===== config.mk =====
export PLATFORM = sky130hd
export DESIGN_NAME = wr_status_tracker
export DESIGN_NICKNAME = d
export VERILOG_FILES = /design/src/rtl/wr_status_tracker.sv
export SDC_FILE = /design/constraint.sdc
export NUM_CORES = 1
export LEC_CHECK = 0
export CAP_MARGIN = 20
export CORE_MARGIN = 2
export CORE_UTILIZATION = 36
export CTS_CLUSTER_DIAMETER = 30
export CTS_CLUSTER_SIZE = 16
export DETAILED_ROUTE_END_ITERATION = 12
export PLACE_DENSITY = 0.75
export SYNTH_ARGS = -nofsm -noshare
export SYNTH_HDL_FRONTEND = slang
export SYNTH_SLANG_ARGS = --single-unit
export TNS_END_PERCENT = 1

===== constraint.sdc =====
create_clock -name wclk -period 2.22 [get_ports wclk]
set_input_delay 0.666 -clock wclk [delete_from_list [all_inputs] [get_ports wclk]]
set_output_delay 0.666 -clock wclk [all_outputs]
set_load 0.02 [all_outputs]

===== src/rtl/wr_status_tracker.sv =====
// wr_status_tracker
// Write-domain receiver for the async FIFO read pointer. It synchronizes the
// Gray read pointer into wclk and converts it to binary. From that it derives
// the write-side occupancy and the almost-full flag. It also keeps a sticky
// flag for writes attempted while the FIFO is full.
module wr_status_tracker #(
   parameter int PTR_WIDTH   = 3,
   parameter int SYNC_STAGES = 2,
   parameter int AF_THRESH   = 6
) (
   input  logic                 wclk,
   input  logic                 wrst_n,
   input  logic [PTR_WIDTH:0]   g_rptr,
   input  logic [PTR_WIDTH:0]   b_wptr,
   input  logic                 w_en,
   input  logic                 full,
   input  logic                 ovf_clr,
   output logic [PTR_WIDTH:0]   g_rptr_sync,
   output logic [PTR_WIDTH:0]   wr_level,
   output logic                 almost_full,
   output logic                 overflow
);

   localparam int PW1 = PTR_WIDTH + 1;
   localparam logic [PTR_WIDTH:0] LP_AF_THRESH = PW1'(AF_THRESH);

   logic [PTR_WIDTH:0] r_sync [SYNC_STAGES];
   logic [PTR_WIDTH:0] r_level;
   logic               r_almost_full;
   logic               r_overflow;

   logic [PTR_WIDTH:0] w_b_rptr_s;
   logic [PTR_WIDTH:0] w_level;
   logic               w_almost_full;
   logic               w_ovf_set;

   // Synchronizer chain: g_rptr feeds the first flop directly, with no logic in front.
   always_ff @(posedge wclk or negedge wrst_n) begin
      if (!wrst_n) begin
         // NOTE: every sync stage is reset so that a reset mid-run restarts the
         // pointer view from 0. This array is a flop chain, not a RAM.
         for (int i = 0; i < SYNC_STAGES; i++) r_sync[i] <= '0;
      end else begin
         // NOTE: non-blocking assignments make each stage sample the previous
         // stage's old value. Blocking would collapse the chain into one flop.
         r_sync[0] <= g_rptr;
         for (int i = 1; i < SYNC_STAGES; i++) r_sync[i] <= r_sync[i-1];
      end
   end

   assign g_rptr_sync = r_sync[SYNC_STAGES-1];

   // Gray to binary: b[i] is the XOR of all Gray bits from i up to the MSB.
   always_comb begin
      // NOTE: a default before the loop guarantees every bit is assigned, so no latch is inferred.
      w_b_rptr_s = '0;
      for (int i = 0; i <= PTR_WIDTH; i++) w_b_rptr_s[i] = ^(g_rptr_sync >> i);
   end

   // The modulo 2**(PTR_WIDTH+1) subtraction handles pointer wrap without a special case.
   assign w_level       = b_wptr - w_b_rptr_s;
   assign w_almost_full = (w_level >= LP_AF_THRESH);
   assign w_ovf_set     = w_en & full;

   // Level and almost_full registers, both updated on the same edge.
   always_ff @(posedge wclk or negedge wrst_n) begin
      if (!wrst_n) begin
         r_level       <= '0;
         r_almost_full <= 1'b0;
      end else begin
         r_level       <= w_level;
         r_almost_full <= w_almost_full;
      end
   end

   // Sticky overflow: a write while full sets it, and set wins over clear on the same edge.
   always_ff @(posedge wclk or negedge wrst_n) begin
      if (!wrst_n)        r_overflow <= 1'b0;
      else if (w_ovf_set) r_overflow <= 1'b1;
      else if (ovf_clr)   r_overflow <= 1'b0;
   end

   assign wr_level    = r_level;
   assign almost_full = r_almost_full;
   assign overflow    = r_overflow;

endmodule


Word-level counts from Yosys, hierarchy flattened
Index checks and enable logic that the tools add are counted.

$add $sub $neg: 1. Magnitude comparators: 1. Muxes and demuxes: 2. Bitwise gates (word level): 1. Reduce and logical (&&, ||, !) cells: 5.

Operator list (count): $reduce_xor 4->1 (4); $ge 4x3->1 const B (1); $sub 4x4->4 (1); $mux 1 (2); $reduce_bool 2->1 (1); $and 1x1->1 (1).

Bits in registers: 14. Word-level logic and storage cells: 15.

Depth between registers and ports, before layout
Gate-level depths: netlist of run 1.

Depth after elaboration: 3. Depth in mapped cells: 10. Depth with buffers taken out: 10.

Worst setup path after synthesis of run 1
OpenSTA, ideal clock, no wires.

Kind: reg2reg. Start point: reg r_sync (netlist bit g_rptr_sync[3]). End point: reg r_almost_full (netlist: almost_full). Setup time: 127 ps. Data arrival time: 1950 ps. Slack: 142 ps. Stages on the path, launching flop included: 11. Path through: dfrtp_1 -> xor2_2 -> xnor2_2 -> xnor2_1 -> ha_1 -> inv_1 -> fa_1 -> xor2_1 -> xnor2_1 -> nand2_1 -> o21ai_2.

Cells in the longest elaborated chain, start to end: 3. Elaborated cells between the ends (all ways): 6. Classes of those cells: 1 x add/sub; 1 x order compare; 4 x reduce/logical.

RTL lines: start, declared (RTL line 27) `logic [PTR_WIDTH:0] r_sync [SYNC_STAGES];`; $reduce_xor 4->1 (RTL line 57) `for (int i = 0; i <= PTR_WIDTH; i++) w_b_rptr_s[i] = ^(g_rptr_sync >> i);`; $sub 4x4->4 (*) (RTL line 61) `assign w_level = b_wptr - w_b_rptr_s;`; named net w_level[2] (RTL line 33) `logic [PTR_WIDTH:0] w_level;`; $ge 4x3->1 (*) (RTL line 62) `assign w_almost_full = (w_level >= LP_AF_THRESH);`; named net w_almost_full (RTL line 34) `logic w_almost_full;`; end signal, assigned (RTL line 72) `r_almost_full <= w_almost_full;`; end, declared (RTL line 29) `logic r_almost_full;`.

Mark *: on every way through the listed nets, which the timed path passes. The rest lies on a longest branch. A chain may end at the register's enable or synchronous reset.

Worst setup path in the final report of run 1
Start point: reg r_sync (netlist bit g_rptr_sync[2]). End point: reg r_almost_full (netlist: almost_full).

The elaborated chain is that of the path after synthesis.

==> results of run 1 <==
[power by group through the flow]
stage                     Combinational [W]  Sequential, W  Clock [W]
after floorplan                   0.0000756       0.000342          0
after detailed placement           0.000221       0.000307          0
final                              0.000225       0.000302   0.000179
after CTS                          0.000222       0.000301   0.000186
after global routing               0.000244       0.000306   0.000201
after global placement             0.000215       0.000305          0
[cells in the final DEF (no fill, tap or decap), types with 2 or more instances in the layout]
cell type and count:
nand2_1 3, buf_4 4, xnor2_1 2, dfrtp_1 13, inv_1 3, clkdlybuf4s50_1 22, clkbuf_4 3
[layout make-up]
type                            count  area share (%)
Sequential cell                    14            40.0
Timing Repair Buffer               26            28.5
Multi-Input combinational cell     21            23.4
Clock buffer                        4            4.13
Tap cell                           16            2.28
Inverter                            4            1.71
[synthesized netlist by cell type]
master	count
a211oi_2	1
buf_4	4
o21a_2	1
nor2b_1	1
inv_1	4
nand2_1	3
nor3_1	1
xor2_2	1
dfrtp_1	14
or2_0	1
nor2_1	1
xnor2_1	2
nand2b_1	1
xor2_1	1
fa_1	1
o21ai_2	1
o21ai_0	1
ha_1	2
o221a_1	1
xnor2_2	1
[path summary, 6_finish.rpt]
| check | start | endpoint | slack [ns] | cells past startpoint |
|---|---|---|---|---|
| max in group asynchronous | wrst_n | g_rptr_sync[2] | 1.03 | 1 |
| min in group asynchronous | wrst_n | wr_level[1] | 0.76 | 1 |
| worst min-delay path | r_sync[6] | g_rptr_sync[2] | 0.35 | 0 |
| worst min register to register | r_sync[6] | g_rptr_sync[2] | 0.35 | 0 |
| worst max register to register | g_rptr_sync[2] | almost_full | 0.08 | 10 |
| worst max-delay path | g_rptr_sync[2] | almost_full | 0.08 | 10 |
[worst max-delay path, cell delays in order, from the launching register on]
cell     delay, ns
dfrtp_2       0.46
xor2_4        0.21
xnor2_2       0.20
xnor2_1       0.14
ha_2          0.20
inv_2         0.04
fa_2          0.33
xor2_1        0.16
xnor2_1       0.19
nand2_1       0.08
o21ai_2       0.06
[routing by layer]
metal	share of wire [%]	wire length [um]	global-route usage (%)
met1	37	340	11.6
met2	53	483	20.9
met3	9.5	86	5.71
met4	0	0	7.27
met5	0	0	0
[kinds of logic (layout without fill, tap and decap cells)]
kind of cell               count (synthesis)  after routing  share of synthesized area [%]
adders and majority gates                  3              3                           7.71
buffers and inverters                      8             34                           7.71
and+or+nand+nor                            8              8                           6.64
DFF                                       14             14                           60.0
AOI/OAI and AO/OA                          5              5                           7.92
xor gates and xnor gates                   5              5                           10.1
[registers in the layout (all words and copies together), names as in the netlist]
signal	flops
almost_full	1
g_rptr_sync	4
overflow	1
r_sync	4
wr_level	4
[per-stage QoR]
stage	setup TNS (ns)	util [%]	instances	total power [W]	instance area [um2]
2_1_floorplan	0	-	43	0.000418	584
5_1_grt	-0.0936	58.3	85	0.000751	878
3_5_place_dp	-0.212	54.2	80	0.000528	817
4_1_cts	0	56.6	84	0.000710	853
6_report	0	58.3	85	0.000706	878
3_3_place_gp	-0.117	54.2	80	0.000520	817
[timing repair]
action                                  CTS  global route
gates resized for setup                   0             5
buffers inserted                          0             1
endpoints found under the setup margin    0             1
==> key figures, run 1 <==
Logic synthesis
  – Syn_area_per_cell: 13.6 um2
  – Synth top area cells: dfrtp_1 60%, buf_4 5.1%, ha_1 4.3%
  – Synth Warn #: 0
  – Post-synth top area cell: dfrtp_1
  – Cell area after synthesis: 584 um2
  – Synth Net Count: 59
  – Gate Count Post-Synth: 43
  – Register area share after synthesis: 60.0%
  – Yosys reg bits: 14
  – Post-synthesis cell type count: 20
  – Synth top area share: 60.0%

Timing
  – RSZ-0062 raised after global routing: true
  – Final Setup Violations: 0
  – Final WS setup: 0.0797 ns
  – Fmax: 467 MHz
  – Final Max Tran Viols: 0
  – Clock period minus worst slack: 2.14 ns
  – Relative slew slack: 60.0%
  – Hold Fails Final Rpt: 0
  – Worst-margin pin slew: 0.598 ns
  – Worst Skew: 0.00200 ns
  – Final Hold Slack: 0.354 ns
  – Fin crit share: 96.4%

Floorplan
  – CORE AREA: 0.00151 mm2
  – Die area: 0.00196 mm2
  – Initial Util: 38.8%
  – Die height: 44.3 um
  – I/O Pins: 23
  – # rows: 14
  – Die width: 44.3 um

Power and ir drop
  – Worst IR drop on VDD: 0.463 mV
  – NetSw: 0.000194 W
  – Leakage dissipation: 0.376 nW
  – Power share of the clock group: 25.4%
  – Power per cell area: 803 mW/mm2
  – Pint: 0.000512 W
  – Reg power frac: 42.8%
  – Combinational cell fraction of total power: 31.8%
  – Switch share: 27.5%

Routing
  – Post-DR wirelength/cell: 10.7 um
  – DRT iter0 DRCs: 2
  – DRC: 0
  – Drt first pass iters: 2
  – Routed Antenna Nets: 0
  – Via density: 4.49
  – Total Wirelength: 910 um
  – Via Count: 382

CTS
  – Clk buf depth: 2
  – Clk pin slew, worst setup/hold paths: 0.08 ns
  – Later-pin clock latency in the skew report: 0.27 ns
  – Htree depth: 1
  – Hold-fix buffers, CTS: 0
  – Clk sinks: 14
  – CTS Buf Count: 3
  – Root Buffer: clkbuf_4
  – CTS tree: built

GRT
  – Total gr overflow: 0
  – Largest net degree at the start of global routing: 15
  – First-pass GRT wire length: 1550 um
  – Total GRT Usage: 12.1%
  – Initial antenna violation count: 0
  – Vias in the first global route: 390

Finish
  – Diode count: 0
  – Fill cells: 137
  – Multi-input combinational cell area: 205 um2
  – Nets: 86
  – Area Overhead vs Synth: 50.3%
  – Storage cell area: 352 um2
  – Layout cell share with drive strength beyond 1: 24.6%

Run
  – Max-cap viol count: 0

Setup path
  – Worst Path Required: 2.43 ns
  – Crit path DAT: 2.35 ns
  – Critical path type: flop to flop
  – Worst setup EP type: flop
  – Worst-path fanout max: 4
  – CP Launch Type: flop

Worst hold path
  – HP Class: flop to flop

Placement
  – Hpwl dp: 733 um
  – Routability cong.: 0.699
  – # port buffers: 22
  – DP Worst Slack: -0.114 ns

Outcome
  – Outcome: completed
Power figures use the tool's default switching activity.
==> run 2: changes to the inputs <==
--- a/config.mk
+++ b/config.mk
@@ -7,11 +7,11 @@
 export LEC_CHECK = 0
 export CAP_MARGIN = 20
 export CORE_MARGIN = 2
-export CORE_UTILIZATION = 36
+export CORE_UTILIZATION = 40
 export CTS_CLUSTER_DIAMETER = 30
 export CTS_CLUSTER_SIZE = 16
 export DETAILED_ROUTE_END_ITERATION = 12
-export PLACE_DENSITY = 0.75
+export PLACE_DENSITY = 0.79
 export SYNTH_ARGS = -nofsm -noshare
 export SYNTH_HDL_FRONTEND = slang
 export SYNTH_SLANG_ARGS = --single-unit
==> constraint.sdc (replaced) <==
create_clock -name wclk -period 2.1 [get_ports wclk]
set_input_delay 0.63 -clock wclk [delete_from_list [all_inputs] [get_ports wclk]]
set_output_delay 0.63 -clock wclk [all_outputs]
set_load 0.02 [all_outputs]
==> key figures, run 2 (synthesis results as in run 1) <==
Outcome
  – Outcome: complete, but fails checks
  – Failing checks: negative setup slack

Timing
  – Clock period minus worst slack: 2.17 ns
  – Fin crit share: 103%
  – Worst-margin pin slew: 0.584 ns
  – Final Max Tran Viols: 0
  – Final WS setup: -0.0686 ns
  – Hold Fails Final Rpt: 0
  – Worst Skew: 0.00367 ns
  – Fmax: 461 MHz
  – RSZ-0062 raised after global routing: true
  – Final Setup Violations: 2
  – Relative slew slack: 60.9%

CTS
  – CTS tree: built
  – Later-pin clock latency in the skew report: 0.27 ns
  – Clk pin slew, worst setup/hold paths: 0.09 ns
  – Htree depth: 1
  – Clk buf depth: 2
  – Root Buffer: clkbuf_4
  – Hold-fix buffers, CTS: 0
  – CTS Buf Count: 3
  – Clk sinks: 14

Routing
  – DRT iter0 DRCs: 0
  – DRC: 0
  – Post-DR wirelength/cell: 11.0 um
  – Via Count: 410
  – Routed Antenna Nets: 0
  – Drt first pass iters: 1
  – Via density: 4.61
  – Total Wirelength: 983 um

Finish
  – Nets: 91
  – Layout cell share with drive strength beyond 1: 29.7%
  – Finished Cell Area: 915 um2
  – Multi-input combinational cell area: 206 um2
  – Area Overhead vs Synth: 56.5%
  – Diode count: 0
  – Most frequent cells in the layout: 22 x clkdlybuf4s50_1, 14 x dfrtp_1, 9 x buf_4
  – Most common cell after layout, fill and taps aside: clkdlybuf4s50_1
  – Fill cells: 112
  – Storage cell area: 350 um2

Power and ir drop
  – Worst IR drop on VDD: 0.412 mV
  – Power Total: 0.000773 W
  – Power per cell area: 845 mW/mm2
  – Leakage dissipation: 0.401 nW

Setup path
  – Worst Path Required: 2.30 ns
  – Reg2reg setup slack: -0.07 ns
  – CP peak stage delay: 0.42 ns
  – CP max stage cell: dfrtp_1
  – CP cell instances: xor2_2 -> xnor2_2 -> xnor2_1 -> ha_2 -> inv_2 -> fa_2 -> xor2_1 -> xnor2_1 -> nand2_1 -> o21ai_2
  – Crit path DAT: 2.37 ns
  – Reg2Reg Depth: 10
  – Reg-to-Reg End: almost_full
  – Critical path type: flop to flop
  – Cell mode on critical path: xnor2_1
  – Worst setup EP type: flop
  – CP Launch Type: flop
  – FF-to-FF Start: g_rptr_sync[3]
  – Worst-path fanout max: 2

Run
  – Max-cap viol count: 0

Floorplan
  – Die area: 0.00178 mm2
  – I/O Pins: 23
  – Initial Util: 43.8%
  – CORE AREA: 0.00133 mm2
  – Die height: 42.2 um
  – # rows: 13
  – Die width: 42.2 um

Worst hold path
  – HP Class: flop to flop
  – Hold Startpoint: r_sync[6]
  – Hold endpoint: g_rptr_sync[2]
  – Hold-critical path depth: 0

GRT
  – Total gr overflow: 0
  – First-pass GRT wire length: 1640 um
  – Vias in the first global route: 411
  – Largest net degree at the start of global routing: 15
  – Initial antenna violation count: 0
  – Total GRT Usage: 12.3%

Placement
  – DP Area: 838 um2
  – # port buffers: 22
  – DP Worst Slack: -0.214 ns
  – Hpwl dp: 744 um
  – Routability cong.: 0.619
## run 2: how the worst max path moves through the flow
stage,from,endpoint,slack (ns),depth (start not counted)
global route,g_rptr_sync[3],almost_full,-0.16,10
finish,g_rptr_sync[3],almost_full,-0.07,10
global placement,b_wptr[1],almost_full,-0.15,6
CTS,g_rptr_sync[2],almost_full,-0.07,10
floorplan,g_rptr_sync[3],almost_full,0.02,10
detailed placement,b_wptr[0],almost_full,-0.21,9
## run 2: metrics by stage
step	instances	utilization, %	TNS [ns]	hold slack [ns]
floorplan	43	-	0	0.331
global placement	82	62.9	-0.301	0.333
detailed placement	82	62.9	-0.468	0.342
CTS	87	67.4	-0.0737	0.362
global route	89	68.6	-0.384	0.367
finish	89	68.6	-0.0902	0.356
## run 2: cell type report
class	instances	area share (%)
clock buffer	4	3.97
multi-input combinational	21	22.6
timing repair buffer	31	31.5
inverter	4	1.64
sequential	14	38.3
tap	15	2.05
## run 2: where the power goes
part / switching (W) / total, W / internal (W) / leakage [nW]
Combinational: 0.000121 / 0.000269 / 0.000148 / 0.217
Sequential: 0.0000112 / 0.000317 / 0.000305 / 0.162
Clock: 0.0000826 / 0.000188 / 0.000105 / 0.0210
Total: 0.000215 / 0.000773 / 0.000558 / 0.401
## run 2: timing repair
action	in CTS	in global routing
pin swaps	6	4
setup buffers	1	2
setup endpoints to repair	1	3
resized for setup	5	0
## run 2: worst max-delay path: cells and delay by family, from the launching register on
| family | cells | cell delay (ns) |
|---|---|---|
| xor gates and xnor gates | 5 | 0.93 |
| adders and majority gates | 2 | 0.54 |
| DFF | 1 | 0.42 |
| and+or+nand+nor | 1 | 0.11 |
| AOI/OAI and AO/OA | 1 | 0.07 |
| buffers and inverters | 1 | 0.04 |
## run 2: per-layer routing
metal	wire [um]	part of all wire, %	vias up	track usage [%]
met5	0	0	-	0
met4	4	0.41	0	3.75
met3	79	8.0	2	4.74
met2	559	57	17	24.0
met1	340	35	199	11.5
li1	-	-	192	-
